File: config.mk
export PLATFORM = sky130hd
export DESIGN_NAME = phase_sched_flat
export DESIGN_NICKNAME = d
export VERILOG_FILES = /design/src/rtl/phase_sched_if.sv /design/src/rtl/phase_sched.sv /design/src/flat_wrapper.sv
export SDC_FILE = /design/constraint.sdc
export NUM_CORES = 1
export LEC_CHECK = 0
export CORE_MARGIN = 4
export CORE_UTILIZATION = 55
export CTS_BUF_LIST = sky130_fd_sc_hd__clkbuf_4
export DETAILED_ROUTE_END_ITERATION = 12
export PLACE_DENSITY = 0.95
export SETUP_SLACK_MARGIN = 0.4
export SYNTH_ARGS = -nofsm -noshare
export SYNTH_HDL_FRONTEND = slang
export SYNTH_SLANG_ARGS = --single-unit
File: constraint.sdc
create_clock -name clk -period 4.1 [get_ports clk]
set_input_delay 0.41 -clock clk [delete_from_list [all_inputs] [get_ports clk]]
set_output_delay 0.41 -clock clk [all_outputs]
set_load 0.02 [all_outputs]
File: src/rtl/phase_sched_if.sv
// Signal bundle for the phase_sched traffic-phase scheduler: timing strobe,
// requests and overrides in; lights, countdown and phase status out.
interface phase_sched_if;
  logic       tick;
  logic       req_a;
  logic       req_b;
  logic       req_ped;
  logic       emg_a;
  logic       emg_b;
  logic       pause;
  logic [2:0] light_a;
  logic [2:0] light_b;
  logic [7:0] remain;
  logic [2:0] phase;
  logic       ped_walk;
  logic       ped_ack;

  modport master (
    output tick, req_a, req_b, req_ped, emg_a, emg_b, pause,
    input  light_a, light_b, remain, phase, ped_walk, ped_ack
  );

  modport slave (
    input  tick, req_a, req_b, req_ped, emg_a, emg_b, pause,
    output light_a, light_b, remain, phase, ped_walk, ped_ack
  );
endinterface

File: src/rtl/phase_sched.sv
// Two-road traffic phase scheduler with BCD countdown and emergency hold.
// Define PHASE_SCHED_PED_EN to build in the pedestrian latch and PED_WALK phase.
module phase_sched #(
  parameter int GREEN_S  = 25,
  parameter int YELLOW_S = 3,
  parameter int ALLRED_S = 2,
  parameter int PED_S    = 15
) (
  input  logic         clk,
  input  logic         rst,
  phase_sched_if.slave bus
);

  localparam logic [7:0] GREEN_BCD  = 8'(((GREEN_S  / 10) * 16) + (GREEN_S  % 10));
  localparam logic [7:0] YELLOW_BCD = 8'(((YELLOW_S / 10) * 16) + (YELLOW_S % 10));
  localparam logic [7:0] ALLRED_BCD = 8'(((ALLRED_S / 10) * 16) + (ALLRED_S % 10));
  localparam logic [7:0] PED_BCD    = 8'(((PED_S    / 10) * 16) + (PED_S    % 10));

  localparam logic [2:0] L_RED = 3'b100;
  localparam logic [2:0] L_YEL = 3'b010;
  localparam logic [2:0] L_GRN = 3'b001;

  typedef enum logic [2:0] {
    S_ALL_RED  = 3'd0,
    S_A_GREEN  = 3'd1,
    S_A_YELLOW = 3'd2,
    S_B_GREEN  = 3'd3,
    S_B_YELLOW = 3'd4,
    S_PED_WALK = 3'd5,
    S_EMG      = 3'd6
  } state_t;

  state_t     r_state, w_nxt_state;
  logic [7:0] r_remain, w_nxt_remain;
  logic       r_last_b, w_nxt_last_b;
  logic       r_emg_b, w_nxt_emg_b;
  logic [2:0] r_light_a, r_light_b, w_light_a, w_light_b;
  logic       w_ped_pend;
  logic       w_dec;
  logic       w_go_b;

  function automatic logic [7:0] bcd_dec(input logic [7:0] v);
    if (v[3:0] == 4'd0) return {v[7:4] - 4'd1, 4'd9};
    else                return {v[7:4], v[3:0] - 4'd1};
  endfunction

  assign w_dec  = bus.tick & ~bus.pause;
  // Single requester wins; otherwise alternate against the last served road.
  assign w_go_b = (bus.req_a != bus.req_b) ? bus.req_b : ~r_last_b;

  always_comb begin
    w_nxt_state  = r_state;
    w_nxt_remain = r_remain;
    w_nxt_last_b = r_last_b;
    w_nxt_emg_b  = r_emg_b;
    if (bus.emg_a | bus.emg_b) begin
      w_nxt_state  = S_EMG;
      w_nxt_remain = 8'h00;
      w_nxt_emg_b  = ~bus.emg_a;
    end else if (r_state == S_EMG) begin
      w_nxt_state  = S_ALL_RED;
      w_nxt_remain = ALLRED_BCD;
    end else if (w_dec) begin
      if (r_remain != 8'h01) begin
        w_nxt_remain = bcd_dec(r_remain);
      end else begin
        unique case (r_state)
          S_ALL_RED: begin
            if (w_ped_pend) begin
              w_nxt_state  = S_PED_WALK;
              w_nxt_remain = PED_BCD;
            end else begin
              w_nxt_state  = w_go_b ? S_B_GREEN : S_A_GREEN;
              w_nxt_remain = GREEN_BCD;
              w_nxt_last_b = w_go_b;
            end
          end
          S_A_GREEN: begin
            // No one waiting on the other side: hold green for another period.
            if (bus.req_b | w_ped_pend) begin
              w_nxt_state  = S_A_YELLOW;
              w_nxt_remain = YELLOW_BCD;
            end else begin
              w_nxt_remain = GREEN_BCD;
            end
          end
          S_B_GREEN: begin
            if (bus.req_a | w_ped_pend) begin
              w_nxt_state  = S_B_YELLOW;
              w_nxt_remain = YELLOW_BCD;
            end else begin
              w_nxt_remain = GREEN_BCD;
            end
          end
          default: begin
            w_nxt_state  = S_ALL_RED;
            w_nxt_remain = ALLRED_BCD;
          end
        endcase
      end
    end
  end

  always_comb begin
    w_light_a = L_RED;
    w_light_b = L_RED;
    case (w_nxt_state)
      S_A_GREEN:  w_light_a = L_GRN;
      S_A_YELLOW: w_light_a = L_YEL;
      S_B_GREEN:  w_light_b = L_GRN;
      S_B_YELLOW: w_light_b = L_YEL;
      S_EMG: begin
        if (w_nxt_emg_b) w_light_b = L_GRN;
        else             w_light_a = L_GRN;
      end
      default: ;
    endcase
  end

  always_ff @(posedge clk or negedge rst) begin
    if (!rst) begin
      r_state   <= S_ALL_RED;
      r_remain  <= ALLRED_BCD;
      r_last_b  <= 1'b1;
      r_emg_b   <= 1'b0;
      r_light_a <= L_RED;
      r_light_b <= L_RED;
    end else begin
      r_state   <= w_nxt_state;
      r_remain  <= w_nxt_remain;
      r_last_b  <= w_nxt_last_b;
      r_emg_b   <= w_nxt_emg_b;
      r_light_a <= w_light_a;
      r_light_b <= w_light_b;
    end
  end

`ifdef PHASE_SCHED_PED_EN
  logic r_ped, r_ped_walk;

  assign w_ped_pend = r_ped;

  always_ff @(posedge clk or negedge rst) begin
    if (!rst) begin
      r_ped      <= 1'b0;
      r_ped_walk <= 1'b0;
    end else begin
      r_ped_walk <= (w_nxt_state == S_PED_WALK);
      if (w_nxt_state == S_PED_WALK && r_state != S_PED_WALK) r_ped <= 1'b0;
      else if (bus.req_ped)                                   r_ped <= 1'b1;
    end
  end

  assign bus.ped_walk = r_ped_walk;
  assign bus.ped_ack  = r_ped;
`else
  logic w_unused_ped;

  assign w_ped_pend   = 1'b0;
  assign w_unused_ped = bus.req_ped;
  assign bus.ped_walk = 1'b0;
  assign bus.ped_ack  = 1'b0;
`endif

  assign bus.phase   = r_state;
  assign bus.remain  = r_remain;
  assign bus.light_a = r_light_a;
  assign bus.light_b = r_light_b;

endmodule
File: src/flat_wrapper.sv
// flat-port wrapper written by rule: the top's interface ports become plain ports
module phase_sched_flat 
#(
  parameter int GREEN_S  = 25,
  parameter int YELLOW_S = 3,
  parameter int ALLRED_S = 2,
  parameter int PED_S    = 15
)
  (clk, rst, bus_tick, bus_req_a, bus_req_b, bus_req_ped, bus_emg_a, bus_emg_b, bus_pause, bus_light_a, bus_light_b, bus_remain, bus_phase, bus_ped_walk, bus_ped_ack);
  phase_sched_if bus_i ();
  input  logic clk;
  input  logic rst;
  input wire logic [$bits(bus_i.tick)-1:0] bus_tick;
  input wire logic [$bits(bus_i.req_a)-1:0] bus_req_a;
  input wire logic [$bits(bus_i.req_b)-1:0] bus_req_b;
  input wire logic [$bits(bus_i.req_ped)-1:0] bus_req_ped;
  input wire logic [$bits(bus_i.emg_a)-1:0] bus_emg_a;
  input wire logic [$bits(bus_i.emg_b)-1:0] bus_emg_b;
  input wire logic [$bits(bus_i.pause)-1:0] bus_pause;
  output wire logic [$bits(bus_i.light_a)-1:0] bus_light_a;
  output wire logic [$bits(bus_i.light_b)-1:0] bus_light_b;
  output wire logic [$bits(bus_i.remain)-1:0] bus_remain;
  output wire logic [$bits(bus_i.phase)-1:0] bus_phase;
  output wire logic [$bits(bus_i.ped_walk)-1:0] bus_ped_walk;
  output wire logic [$bits(bus_i.ped_ack)-1:0] bus_ped_ack;
  assign bus_i.tick = bus_tick;
  assign bus_i.req_a = bus_req_a;
  assign bus_i.req_b = bus_req_b;
  assign bus_i.req_ped = bus_req_ped;
  assign bus_i.emg_a = bus_emg_a;
  assign bus_i.emg_b = bus_emg_b;
  assign bus_i.pause = bus_pause;
  assign bus_light_a = bus_i.light_a;
  assign bus_light_b = bus_i.light_b;
  assign bus_remain = bus_i.remain;
  assign bus_phase = bus_i.phase;
  assign bus_ped_walk = bus_i.ped_walk;
  assign bus_ped_ack = bus_i.ped_ack;
  phase_sched #(.GREEN_S(GREEN_S), .YELLOW_S(YELLOW_S), .ALLRED_S(ALLRED_S), .PED_S(PED_S)) u_core (.clk(clk), .rst(rst), .bus(bus_i));
endmodule
==> Word-level counts from Yosys, hierarchy flattened <==
Index checks and enable logic that the tools add are counted.
{ "totals": {"inputBits": 9, "ff_bits": 19, "out_inout_bits": 19, "word_cells": 55} }
{ "classes": {"mux": 22, "bitwise_logic": 8, "n_eq_ne": 11, "n_addsub": 2, "reduce_logical": 5} }
{ "ops": {"columns": ["cell", "n"], "rows": [
  ["$mux W8", 5],
  ["$pmux W3 S3", 3],
  ["$mux W3", 8],
  ["$pmux W8 S3", 1],
  ["$mux W6", 2],
  ["$eq A3 B2 Y1 const B", 3],
  ["$eq A3 B3 Y1 const B", 3],
  ["$ne A8 B1 Y1 const B", 1],
  ["$sub A4 B1 Y4 const B", 2],
  ["$eq A3 B1 Y1 const B", 2],
  ["$not A1 Y1", 6],
  ["$reduce_and A5 Y1", 1],
  ["$logic_not A4 Y1", 1],
  ["$ne A4 B2 Y1 const B", 1],
  ["$logic_not A3 Y1", 1],
  ["$reduce_bool A3 Y1", 1],
  ["$mux W1", 2],
  ["$mux W2", 1],
  ["$reduce_and A2 Y1", 1],
  ["$and A1 B1 Y1", 1],
  ["$ne A1 B1 Y1", 1],
  ["$or A1 B1 Y1", 1]
]} }

==> Longest topological paths before layout <==
{ "logic_depth": {"ltp_word": 10, "mapped_depth": 8, "depth_no_buf": 8} }

==> Least setup slack after synthesis <==
OpenSTA, ideal clock, no wires.
{ "synth_timing": {"path_kind": "reg-to-reg", "start": "reg u_core.r_remain[4] (netlist: u_core.bus.remain[4])", "end": "reg u_core.r_light_a[0] (netlist: u_core.bus.light_a[0])", "period_less_slack_ps": 1995, "path_buffers": 1, "setup_time_ps": 127, "required_ps": 3973, "stages_incl_launch_ff": 9, "setup_slack_ps": 2105, "arrival_time_ps": 1867, "path_cell_list": "dfrtp_1 -> inv_1 -> ha_1 -> nor3b_2 -> and2_4 -> buf_8 -> o311ai_4 -> nor4_1 -> or2_2"} }
{ "synth_between": {"elab_chain_cells": 7, "word_cells_on_any_way": 9, "classes_between": "4 x eq/ne; 5 x mux"} }
{ "synth_lines": {"columns": ["item", "line_no", "text"], "rows": [
  ["from (decl)", "phase_sched.sv:34", "logic [7:0] r_remain, w_nxt_remain;"],
  ["from (signal assigned)", "phase_sched.sv:130", "r_remain <= w_nxt_remain;"],
  ["$ne A8 B1 Y1 *", "phase_sched.sv:64", "if (r_remain != 8'h01) begin"],
  ["$mux W3 *", "phase_sched.sv:64", null],
  ["$mux W3 *", "phase_sched.sv:63", "end else if (w_dec) begin"],
  ["$mux W3 *", "phase_sched.sv:60", "end else if (r_state == S_EMG) begin"],
  ["$mux W3 *", "phase_sched.sv:56", "if (bus.emg_a | bus.emg_b) begin"],
  ["$eq A3 B3 Y1, or another cell as far along", "phase_sched.sv:107", "case (w_nxt_state)"],
  ["$pmux W3 S3 *", "phase_sched.sv:107", null],
  ["via u_core.w_light_a[0]", "phase_sched.sv:37", "logic [2:0] r_light_a, r_light_b, w_light_a, w_light_b;"],
  ["to (signal assigned)", "phase_sched.sv:133", "r_light_a <= w_light_a;"],
  ["to (decl)", "phase_sched.sv:37", null]
]} }
The timed path passes the listed nets; every way through them passes the cells marked *.
A chain may end at the register's enable or synchronous reset.

==> Final worst setup path <==
{ "layout_timing": {"start": "reg u_core.r_remain[4] (netlist: u_core.bus.remain[4])", "end": "reg u_core.r_light_a[1] (netlist: u_core.bus.light_a[1])"} }
{ "layout_between": {"elab_chain_cells": 7, "word_cells_on_any_way": 9, "classes_between": "4 x eq/ne; 5 x mux"} }
{ "layout_lines": {"columns": ["item", "line_no", "text"], "rows": [
  ["$ne A8 B1 Y1 *", "phase_sched.sv:64", null],
  ["$mux W3 *", "phase_sched.sv:64", null],
  ["$mux W3 *", "phase_sched.sv:63", null],
  ["$mux W3 *", "phase_sched.sv:60", null],
  ["$mux W3 *", "phase_sched.sv:56", null],
  ["via u_core.w_nxt_state[0]", "phase_sched.sv:33", "state_t r_state, w_nxt_state;"],
  ["$eq A3 B3 Y1, or another cell as far along", "phase_sched.sv:107", null],
  ["$pmux W3 S3 *", "phase_sched.sv:107", null],
  ["via u_core.w_light_a[1]", "phase_sched.sv:37", null]
]} }
Marked as above.

==> metrics.md <==
| Metric | Value |
|---|---|
| Leakage | `0.000557 µW` |
| Synthesis-stage register bit count | `18` |
| Largest family of logic cells by synthesized area | `simple AND/OR/NAND/NOR gates` |
| Max cap viols | `0` |
| Gr usage total | `0.219` |
| Post-synth top flop | `dfrtp_1` |
| Top cells by area, synth | `dfrtp_1 (29%), dfstp_2 (8.8%), o21ai_0 (5.9%), a21oi_1 (2.9%), nor2_1 (2.8%)` |
| Fin nets | `163` |
| Initial antenna violation count | `0` |
| Fin. max-slew vios | `0` |
| Clock-pin slew on the worst setup and hold paths | `0.12 ns` |
| Adder-Cell Fraction of Synth Area | `0.0294` |
| Required @ worst endpoint | `4.29 ns` |
| Synthesis warning total | `0` |
| Crit path launch | `u_core.bus.remain[4]` |
| PortBufs | `24` |
| Crit Path Category | `flip-flop to flip-flop` |
| Num ports | `28` |
| Commonest non-fill, non-tap cell in the layout | `clkdlybuf4s50_1` |
| Worst r2r src | `u_core.bus.remain[4]` |
| Worst Tran Pin Value | `0.778 ns` |
| DRC viols | `0` |
| CTS tree | `done` |
| Post-CTS Setup Bufs | `0` |
| Share of layout cells above drive strength 1 | `0.159` |
| Post-Place Cells | `174` |
| CTS Sinks | `18` |
| Vias per Instance | `6.08` |
| Post-Syn Area | `1190 µm²` |
| ANT cells | `0` |
| Worst hold path type | `input pin to async pin` |
| Die Area | `2980 µm²` |
| CTS Buffer Depth | `2` |
| H-tree depth | `1` |
| Drt pass-1 iters | `4` |
| Flop2flop setup slack | `1.96 ns` |
| Multiplexer share of the synthesized area | `0.0356` |
| Final setup vio count | `0` |
| CTS Hold Bufs | `0` |
| Starting density of the core | `0.596` |
| Tcrit/Tclk final | `0.521` |
| Core area | `2000 µm²` |
| Multi-input logic area | `663 µm²` |
| Largest net degree at the start of global routing | `19` |
| Number of synthesized flops with an enable pin | `0` |
| Vias in the first global route | `1047` |
| Netlist cell types | `49` |
| Most frequent cells in the layout | `clkdlybuf4s50_1 (24), o21ai_0 (14), dfrtp_1 (14)` |
| Worst-path fanout max | `6` |
| Non-Filler Instances | `178` |
| Iter 0 DRT Violations | `29` |
| CP Capture Type | `flip-flop` |
| Avg Cell Area, Syn | `9.33 µm²` |
| Register area | `455 µm²` |
| Synth Area in Compound Gates | `0.226` |
| Slew headroom | `0.480` |
| Mapped Cells | `128` |
| Post-synth ARST share | `1.00` |
| Post-CTS sizing | `0` |
| CTS Buf Count | `3` |
| Post-Route Setup TNS | `0 ns` |
| Number of fill cells | `160` |
| Layout Area Growth over Synthesis | `21.7%` |
| R2R depth | `7` |
| Clock Skews | `0.0165 ns` |
| First-pass GRT wire length | `4620 µm` |
| Worst-Skew Late Latency | `0.32 ns` |
| Fin. Hold Viols | `0` |
| Post-Synth XOR/XNOR Area | `0` |
| Sequential area share after synthesis | `0.382` |
| Yosys top cell area share | `0.294` |
| Status | `completed` |
| Area leader, netlist | `dfrtp_1` |
| Total gr overflow | `0` |
| Die extent in y | `54.6 µm` |
| Final Wtd Congestion | `0.885` |
| RSZ-0062 raised after global routing | `no` |
| Avg WL per Cell | `15.8 µm` |
| Detailed Place HPWL | `2080 µm` |
| Simple-gate share of the synthesized area | `0.258` |
| Root Buffer | `clkbuf_4` |
| Post-detailed-route count of antenna-violating nets | `0` |
| Min Tclk post-route | `2.14 ns` |
| # rows | `16` |
| CP arrival | `2.33 ns` |
| Detailed-route via count | `1082` |
| Maximum operating frequency | `468 MHz` |
| Pwr per Cell Area | `253 nW/µm²` |
| Max VDD drop | `0.235 mV` |
| Worst setup SP type | `flip-flop` |
| Chip Width | `54.6 µm` |
| Reg2reg end | `u_core.bus.light_a[1]` |
| Post-Route WL | `2800 µm` |
## sequential cells by signal, indices dropped and copies added, names as in the netlist
signal / cells
u_core.bus.remain: 8
u_core.bus.phase: 3
u_core.bus.light_a: 3
u_core.bus.light_b: 3
u_core.r_last_b: 1
## metal layers
layer / global-route usage / share of wire / vias to the layer above
met5: 0 / 0 / -
met4: 0.133 / 0.025 / 0
met3: 0.0409 / 0.063 / 9
met2: 0.370 / 0.50 / 60
met1: 0.252 / 0.41 / 502
li1: - / - / 511
## worst max-delay path, cell delays in order (launching register included)
cell and delay, ns:
dfrtp_1 0.44, inv_1 0.10, ha_1 0.14, nor3b_2 0.25, nand3_2 0.22, mux2i_1 0.43
inv_2 0.11, nor4_1 0.34
## Yosys cell counts (2+ instances only)
cell type  count
nor2_1         9
nand3b_1       3
a21oi_1        7
nand2_1        8
nor4_1         5
mux2i_1        2
ha_1           2
buf_4          3
dfrtp_1       14
a22oi_1        4
o21ai_0       14
nor3_1         3
dfstp_2        4
a21o_1         2
mux2_2         2
or2_2          4
buf_2          3
nand2b_1       3
inv_1          6
## power by group
part / total (µW) / switching (µW) / internal, µW
sequential: 192 / 7.51 / 185
combinational: 75.1 / 41.4 / 33.7
clock: 99.5 / 63.9 / 35.7
total: 367 / 113 / 254
## final cells by class
cell class / count / share of cell area
inverters: 7 / 0.0181
repair buffers: 25 / 0.171
well taps: 27 / 0.0233
flip-flops and latches: 18 / 0.314
clock buffers: 3 / 0.0155
clock inverters: 1 / 0.00258
multi-input cells: 97 / 0.457
## worst max path at each step
| stage | end | slack (ns) |
|---|---|---|
| 4_1_cts | u_core.bus.light_a[0] | 1.98 |
| 3_5_place_dp | u_core.bus.light_a[0] | 1.76 |
| 5_1_grt | u_core.bus.light_a[0] | 1.77 |
| 3_3_place_gp | u_core.bus.light_a[0] | 1.80 |
| 6_report | u_core.bus.light_a[1] | 1.96 |
| 2_1_floorplan | u_core.bus.light_a[0] | 2.11 |
## cells by family (layout without fill, tap and decap cells)
| logic type | Yosys count | count (layout) |
|---|---|---|
| adders and majority gates | 3 | 3 |
| other | 1 | 2 |
| buffers and inverters | 14 | 36 |
| DFF | 18 | 18 |
| AOI/OAI and AO/OA | 39 | 39 |
| and+or+nand+nor | 49 | 49 |
| muxes | 4 | 4 |
## metrics by stage
step                 util  hold WS, ns  cell area (µm²)  worst slack (ns)  power (µW)
floorplan               -        0.114             1200              2.11         241
global placement    0.713        0.557             1430              1.80         267
detailed placement  0.713        0.575             1430              1.76         270
CTS                 0.726        0.562             1450              1.98         368
global route        0.726        0.584             1450              1.77         381
finish              0.726        0.526             1450              1.96         367
(Power assumes the default switching activity.)
